`src/rtl/dsp_mac_sequencer.sv`:
```
// Initiator for one DSP MAC instance: streams (coef, oper) taps into the DSP, waits out its
// pipeline and returns the accumulated MAC_OUT as a single result beat.
module dsp_mac_sequencer #(
  parameter int         TAPS_W  = 8,
  parameter int         DSP_LAT = 2,
  parameter logic [1:0] MODE    = 2'b00,
  parameter logic [1:0] OUTSEL  = 2'b00
) (
  input  logic              clk,
  input  logic              rst,
  input  logic              s_valid,
  output logic              s_ready,
  input  logic [31:0]       s_coef,
  input  logic [31:0]       s_oper,
  input  logic              s_last,
  input  logic              rnd_cfg,
  input  logic              sat_cfg,
  output logic [31:0]       dsp_coef,
  output logic [31:0]       dsp_oper,
  output logic              dsp_enable,
  output logic              dsp_clr,
  output logic              dsp_rnd,
  output logic              dsp_sat,
  output logic [1:0]        dsp_mode_sel,
  output logic [1:0]        dsp_out_sel,
  input  logic [63:0]       dsp_mac_out,
  output logic              r_valid,
  input  logic              r_ready,
  output logic [63:0]       r_data,
  output logic [TAPS_W-1:0] r_taps,
  output logic              r_ovf
);

  localparam int CW = $clog2(DSP_LAT + 2);

  typedef enum logic [1:0] {IDLE, ACCUM, DRAIN, HOLD} state_t;

  state_t            state, nxt;
  logic [CW-1:0]     drain_cnt;
  logic [TAPS_W-1:0] tap_cnt;
  logic              ovf;
  logic              accept;

  assign dsp_mode_sel = MODE;
  assign dsp_out_sel  = OUTSEL;
  assign s_ready      = !rst && (state == IDLE || state == ACCUM);
  assign accept       = s_valid && s_ready;

  always_ff @(posedge clk or posedge rst) begin
    if (rst) state <= IDLE;
    else     state <= nxt;
  end

  always_comb begin
    nxt = state;
    case (state)
      IDLE, ACCUM: if (accept) nxt = s_last ? DRAIN : ACCUM;
      DRAIN:       if (drain_cnt == '0) nxt = HOLD;
      HOLD:        if (r_ready) nxt = IDLE;
      default:     nxt = IDLE;
    endcase
  end

  always_ff @(posedge clk or posedge rst) begin
    if (rst) begin
      dsp_coef   <= '0;
      dsp_oper   <= '0;
      dsp_enable <= 1'b0;
      dsp_clr    <= 1'b0;
      dsp_rnd    <= 1'b0;
      dsp_sat    <= 1'b0;
      drain_cnt  <= '0;
      tap_cnt    <= '0;
      ovf        <= 1'b0;
      r_valid    <= 1'b0;
      r_data     <= '0;
      r_taps     <= '0;
      r_ovf      <= 1'b0;
    end else begin
      dsp_enable <= accept;
      dsp_clr    <= accept && state == IDLE;
      if (accept) begin
        dsp_coef <= s_coef;
        dsp_oper <= s_oper;
      end
      if (accept && state == IDLE) begin
        dsp_rnd <= rnd_cfg;
        dsp_sat <= sat_cfg;
        tap_cnt <= TAPS_W'(1);
        ovf     <= 1'b0;
      end else if (accept) begin
        // Count pins at all-ones; further taps still reach the DSP but flag overflow.
        if (&tap_cnt) ovf <= 1'b1;
        else          tap_cnt <= tap_cnt + 1'b1;
      end
      // Loaded on the last accept: one cycle for the ENABLE register, DSP_LAT for the DSP.
      if (accept && s_last)
        drain_cnt <= CW'(DSP_LAT + 1);
      else if (state == DRAIN && drain_cnt != '0)
        drain_cnt <= drain_cnt - 1'b1;
      if (state == DRAIN && drain_cnt == '0) begin
        r_data  <= dsp_mac_out;
        r_taps  <= tap_cnt;
        r_ovf   <= ovf;
        r_valid <= 1'b1;
      end
      if (state == HOLD && r_ready) begin
        r_valid <= 1'b0;
        dsp_rnd <= 1'b0;
        dsp_sat <= 1'b0;
      end
    end
  end

endmodule
```
`config.mk`:
```
export PLATFORM = sky130hd
export DESIGN_NAME = dsp_mac_sequencer
export DESIGN_NICKNAME = d
export VERILOG_FILES = /design/src/rtl/dsp_mac_sequencer.sv
export SDC_FILE = /design/constraint.sdc
export NUM_CORES = 1
export LEC_CHECK = 0
export ABC_AREA = 0
export ABC_CLOCK_PERIOD_IN_PS = 6600
export BUFFER_PORTS_ARGS = -buffer_cell sky130_fd_sc_hd__buf_2
export CAP_MARGIN = 10
export CORE_MARGIN = 2
export CORE_UTILIZATION = 34
export DETAILED_ROUTE_END_ITERATION = 10
export GPL_TIMING_DRIVEN = 0
export SYNTH_ARGS = -nofsm -noshare
export SYNTH_HDL_FRONTEND = slang
export SYNTH_SLANG_ARGS = --single-unit
```
`constraint.sdc`:
```
create_clock -name clk -period 6.6 [get_ports clk]
set_input_delay 1.65 -clock clk [delete_from_list [all_inputs] [get_ports clk]]
set_output_delay 1.65 -clock clk [all_outputs]
set_load 0.03 [all_outputs]
```
==> results of run 1 <==
[layer usage]
| layer | GRT usage | up-vias | wire [um] |
|---|---|---|---|
| li1 | - | 2305 | - |
| met1 | 0.190 | 2190 | 6400 |
| met2 | 0.260 | 163 | 7210 |
| met3 | 0.0511 | 19 | 1220 |
| met4 | 0.0521 | 0 | 189 |
| met5 | 0 | - | 0 |
[critical path, stage by stage]
cell    delay, ns
buf_2        0.15
nor2_4       0.09
buf_2        0.20
[power by group through the flow]
stage	Clock [mW]	Sequential (mW)	Combinational, mW
6_report	1.01	1.55	1.79
5_1_grt	1.08	1.60	1.92
4_1_cts	1.04	1.55	1.82
3_5_place_dp	0	1.56	1.82
3_3_place_gp	0	1.55	1.80
2_1_floorplan	0	2.31	0.485
[metrics by stage]
step | hold WS, ns | cell area (um^2) | setup slack [ns] | std cells | power, mW
floorplan | 0.455 | 6030 | 0.772 | 530 | 2.80
global placement | 0.453 | 7700 | -1.30 | 1032 | 3.35
detailed placement | 0.457 | 7740 | 2.87 | 1033 | 3.38
CTS | 0.473 | 8340 | 2.87 | 1064 | 4.40
global route | 0.485 | 8340 | 2.86 | 1064 | 4.60
finish | 0.470 | 8340 | 2.87 | 1064 | 4.35
[layout make-up]
| class | instances | area [um^2] | share of cell area |
|---|---|---|---|
| Sequential cell | 155 | 3880 | 0.465 |
| Multi-Input combinational cell | 340 | 1970 | 0.236 |
| Timing Repair Buffer | 278 | 1410 | 0.169 |
| Clock buffer | 18 | 439 | 0.0526 |
| Tap cell | 225 | 282 | 0.0337 |
| Clock inverter | 13 | 166 | 0.0199 |
| Buffer | 29 | 160 | 0.0192 |
| Inverter | 6 | 30.0 | 0.00360 |
[state kept, by name, indices dropped and copies added, names as in the netlist]
| register | cells |
|---|---|
| dsp_rnd | 1 |
| ovf | 1 |
| drain_cnt | 2 |
| r_ovf | 1 |
| r_taps | 8 |
| r_valid | 1 |
| r_data | 64 |
| tap_cnt | 8 |
| dsp_enable | 1 |
| dsp_oper | 32 |
| dsp_sat | 1 |
| state | 2 |
| dsp_clr | 1 |
| dsp_coef | 32 |
[logic make-up after synthesis]
| logic type | after synthesis | share of synthesized area |
|---|---|---|
| simple gates | 233 | 0.154 |
| compound gates | 26 | 0.0272 |
| xor+xnor | 1 | 0.00145 |
| flops | 155 | 0.644 |
| buf+inv | 35 | 0.0303 |
| other cells | 1 | 0.000623 |
| mux | 74 | 0.138 |
| fa+ha+maj | 2 | 0.00415 |
[worst min path at each step]
stage,depth (start not counted),slack (ns),start,endpoint
floorplan,2,0.46,ovf$_DFFE_PP0P_,ovf$_DFFE_PP0P_
global placement,2,0.45,dsp_coef[12]$_DFFE_PP0P_,dsp_coef[12]$_DFFE_PP0P_
detailed placement,2,0.46,dsp_oper[5]$_DFFE_PP0P_,dsp_oper[5]$_DFFE_PP0P_
CTS,2,0.47,dsp_oper[5]$_DFFE_PP0P_,dsp_oper[5]$_DFFE_PP0P_
global route,2,0.48,dsp_oper[5]$_DFFE_PP0P_,dsp_oper[5]$_DFFE_PP0P_
finish,2,0.47,dsp_oper[5]$_DFFE_PP0P_,dsp_oper[5]$_DFFE_PP0P_
[cells in the final DEF (no fill, tap or decap), types with 2 or more instances in the layout]
master	synthesis	layout
clkinvlp_4	0	3
o211ai_1	3	3
inv_2	2	2
clkinv_2	0	2
nor2_1	6	6
o31ai_1	2	2
ha_1	2	2
o211a_1	2	2
conb_1	1	4
mux2_1	7	7
buf_4	7	7
nor2_4	2	2
clkinv_4	0	2
nand3_1	4	4
clkbuf_1	2	2
buf_2	20	297
inv_6	0	3
a31oi_1	3	3
mux2_2	66	66
nand2_1	213	213
dfrtp_1	155	155
or3_1	2	2
o21ai_0	2	2
bufinv_16	0	3
a21oi_1	12	12
inv_1	4	3
nand3_2	2	2
clkbuf_16	0	17
==> impl_metrics.csv, run 1 <==
group,metric,value,unit
logic_synthesis,synth.yosys.warnings,0,
logic_synthesis,synth_area_leaders,"dfrtp_1 64%, nand2_1 13%, mux2_2 12%",
pwr,p_switching,1.82,mW
final_layout,final_util,0.482,
worst_setup_path,regToRegEndpoint,"r_data[60]$_DFFE_PP0P_",
placed_design,io_buffers,277,
hold_path,min_path_type,"reg -> reg",
worst_setup_path,worstRegToRegCells,5,
logic_synthesis,synth_cells,527,
outcome,outcome,"completed",
routing,via_per_inst,4.40,
worst_setup_path,cp-start-kind,"primary input",
die,ios,282,
die,coreArea,17300,um^2
timing,final-hold-violation-count,0,
logic_synthesis,syn_avg_cell_area,11.4,um^2
logic_synthesis,ys_seq_area_frac,0.644,
pwr,powerDensity,521,nW/um^2
worst_setup_path,critical_path_class,"in -> out",
routing,wl_per_cell,14.1,um
final_layout,drive_above_1_share,0.490,
timing,clock-skew-final,0.00773,ns
final_layout,syn_to_final_growth,38.5,%
clock_tree,ctsResizeCount,0,
timing,setup_violations,0,
pwr,power.leakage,4.49,nW
global_routing,grt_pass1_wl,22.4,mm
timing,fmax,0.268,GHz
logic_synthesis,synth_commonest_cells,"213 x nand2_1, 155 x dfrtp_1, 66 x mux2_2",
placed_design,gp_congestion,0.717,
global_routing,grt_max_degree,129,
routing,via_count,4677,
logic_synthesis,ys_types,30,
timing,worstMarginPinSlew,0.685,ns
pwr,clock_power_share,0.233,
timing,rsz0062_at_grt,"false",
pwr,p_seq_frac,0.356,
worst_setup_path,r2r-start,"drain_cnt[0]$_DFFE_PP0P_",
die,row_count,48,
logic_synthesis,synth_ff_type,"dfrtp_1",
global_routing,grt_pass1_vias,4450,
worst_setup_path,crit_fanout,2,
logic_synthesis,yosysTopAreaCellShare,0.644,
global_routing,antenna_found_initial,0,
pwr,netSwitchingFraction,0.419,
global_routing,grt-ovfl-total,0,
clock_tree,cts.sinks,155,
clock_tree,clk_pin_slew_worst_paths,0.07,ns
worst_setup_path,r2r_slack,4.81,ns
worst_setup_path,cp.arrival,2.08,ns
logic_synthesis,syn_area,6020,um^2
logic_synthesis,synth.most_common_cell,"nand2_1",
final_layout,diodes,0,
routing,dr.pass1.iters,4,
logic_synthesis,synth-seq-cells,155,
die,initial_core_util,0.348,
routing,drc,0,
worst_setup_path,crit_end,"s_ready",
flow_run,maxCapViolCount,0,
pwr,ir_worst_vdd,0.239,mV
timing,tns,0,ns
clock_tree,cts_htree_levels,4,
timing,layout_min_cycle_time,3.73,ns
die,die_area,18800,um^2
logic_synthesis,yosysTopAreaCell,"dfrtp_1",
clock_tree,clock_tree.buffer_depth,2,
clock_tree,numCtsBuffers,17,
routing,drtIter0Drc,157,
timing,period_share,0.565,
timing,relSlewSlack,0.543,
pwr,internal_power,2.53,mW
clock_tree,post_cts.repair.setup_buffers,0,
routing,antenna_left,0,
clock_tree,cts_root_buf,"clkbuf_16",
global_routing,track_usage,0.156,
placed_design,place_hpwl,10.9,mm
final_layout,nNetsFinal,964,
die,die_h,137,um
logic_synthesis,synth_edf_count,0,
clock_tree,clk_latency,0.42,ns
worst_setup_path,cp_data_required_time,4.95,ns
clock_tree,ctsHoldBuffers,0,
clock_tree,cts_tree,"built",
logic_synthesis,async_flop_share,1.00,
pwr,p_comb_frac,0.412,
die,dieWidth,137,um
worst_setup_path,critPathCaptureType,"output port",
timing,slew_violations,0,
worst_setup_path,startpoint,"rst",
final_layout,n_fill_cell,1649,
routing,routed_wl,15.0,mm
Power figures use the tool's default switching activity.
==> run 2: changes to the inputs <==
Settings changed: ABC_CLOCK_PERIOD_IN_PS 6600 to 3600.
Clock period 6.6 ns to 3.6 ns, I/O delays scaled along.
==> impl_metrics.csv, run 2 (synthesis gave the netlist of run 1 again) <==
group,metric,value,unit
global_routing,busiest_layer,"met2",
worst_setup_path,worstRegToRegCells,5,
global_routing,use_met2,0.273,
global_routing,grt_max_degree,42,
worst_setup_path,cp_cell_sequence,"buf_2 > nor2_4 > buf_2",
global_routing,gr-usage-met3,0.0474,
timing,clock-skew-final,0.0101,ns
final_layout,stdcell_count,1068,
pwr,power.leakage,4.49,nW
routing,wl_per_cell,14.4,um
final_layout,syn_to_final_growth,38.7,%
timing,final-hold-violation-count,0,
routing,via_per_inst,4.42,
clock_tree,clock_tree.buffer_depth,2,
worst_setup_path,crit_path_max_incr_delay,0.20,ns
die,ios,282,
final_layout,final_area,8350,um^2
final_layout,reg_top3,"r_data: 64 flops, dsp_coef: 32 flops, dsp_oper: 32 flops",
worst_setup_path,cp.arrival,1.32,ns
clock_tree,ctsResizeCount,0,
hold_path,worstHoldStart,"dsp_oper[19]$_DFFE_PP0P_",
clock_tree,clk_pin_slew_worst_paths,0.05,ns
worst_setup_path,regToRegEndpoint,"r_data[62]$_DFFE_PP0P_",
die,die_area,18800,um^2
hold_path,worstHoldEndpoint,"dsp_oper[19]$_DFFE_PP0P_",
global_routing,grt-ovfl-total,0,
placed_design,io_buffers,277,
global_routing,grtUsageMet1,0.202,
timing,holdWs,0.464,ns
timing,setup_violations,0,
global_routing,antenna_found_initial,0,
placed_design,place_hpwl,11.5,mm
global_routing,track_usage,0.164,
hold_path,min_path_type,"reg -> reg",
routing,drtIter0Drc,137,
routing,antenna_left,0,
die,row_count,48,
worst_setup_path,crit_fanout,2,
global_routing,grt_pass1_wl,23.5,mm
final_layout,nNetsFinal,967,
worst_setup_path,critical_path_class,"in -> out",
clock_tree,numCtsBuffers,17,
clock_tree,ctsHoldBuffers,0,
die,dieWidth,137,um
worst_setup_path,r2r-start,"drain_cnt[0]$_DFFE_PP0P_",
die,die_h,137,um
worst_setup_path,r2r_slack,1.82,ns
timing,layout_min_cycle_time,2.22,ns
final_layout,final_common_cell,"buf_2",
timing,fmax,0.451,GHz
clock_tree,clk_latency,0.42,ns
clock_tree,post_cts.repair.setup_buffers,0,
routing,drc,0,
routing,routed_wl,15.4,mm
clock_tree,cts_tree,"built",
clock_tree,cts_root_buf,"clkbuf_16",
hold_path,hold-path-cell-count,2,
timing,period_share,0.616,
pwr,powerDensity,940,nW/um^2
routing,dr.pass1.iters,4,
final_layout,mostFrequentLayoutCells,"297 x buf_2, 213 x nand2_1, 155 x dfrtp_1",
worst_setup_path,cp-start-kind,"primary input",
worst_setup_path,critPathCaptureType,"output port",
final_layout,largest_reg_flops,64,
outcome,outcome,"completed",
routing,via_count,4717,
flow_run,maxCapViolCount,0,
worst_setup_path,cpMostUsedCell,"buf_2",
final_layout,diodes,0,
clock_tree,cts_htree_levels,4,
clock_tree,cts.sinks,155,
timing,rsz0062_at_grt,"false",
final_layout,regMostFlops,"r_data",
placed_design,placed_area,7780,um^2
placed_design,gp_congestion,0.743,
pwr,ir_worst_vdd,0.443,mV
die,initial_core_util,0.348,
global_routing,grt_pass1_vias,4521,
worst_setup_path,cpMaxStageDelayCell,"buf_2",
worst_setup_path,cp_data_required_time,2.70,ns
placed_design,place_inst,1036,
timing,slew_violations,0,
final_layout,drive_above_1_share,0.489,
die,coreArea,17300,um^2
==> run 2: cell types whose count changed in the layout (fill, tap and decap cells not counted), moves of 2 or more <==
cell / change
bufinv_16: -2
clkbuf_1: +3
buf_12: +4
clkbuf_8: +2
inv_6: -2
==> run 2: stage by stage <==
step                setup WS (ns)  TNS, ns  utilization  power, mW
CTS                          1.38        0        0.483       7.95
detailed placement           1.38        0        0.450       6.21
finish                       1.38        0        0.483       7.85
global route                 1.37        0        0.483       8.33
global placement           -0.390   -58.45        0.445       6.14
floorplan                   0.741        0            -       5.13
==> run 2: worst max path at each step <==
| stage | start | endpoint | cells past startpoint |
|---|---|---|---|
| after floorplan | rst | drain_cnt[0]$_DFFE_PP0P_ | 1 |
| after global placement | rst | r_data[51]$_DFFE_PP0P_ | 2 |
| after detailed placement | rst | s_ready | 3 |
| after CTS | rst | s_ready | 3 |
| after global routing | rst | s_ready | 3 |
| final | rst | s_ready | 3 |
==> run 2: critical path: cells and delay by family <==
| kind | cells | cell delay (ns) |
|---|---|---|
| buf+inv | 2 | 0.33 |
| simple gates | 1 | 0.08 |
==> run 2: layout make-up <==
type / count / area, um^2
Buffer: 29 / 160
Clock inverter: 9 / 88.8
Fill cell: 1651 / 8940
Sequential cell: 155 / 3880
Tap cell: 225 / 282
Clock buffer: 23 / 478
Multi-Input combinational cell: 340 / 1970
Timing Repair Buffer: 281 / 1470
Inverter: 6 / 26.3
==> run 2: routing by layer <==
metal  up-vias  share of wire
met5         -              0
met4         0          0.015
met3        16          0.075
met2       172           0.49
met1      2215           0.42
li1       2314              -
==> run 2: where the power goes <==
part	internal, mW	switching, mW
Combinational	1.06	2.24
Sequential	2.47	0.367
Clock	1.01	0.704
Total	4.54	3.31
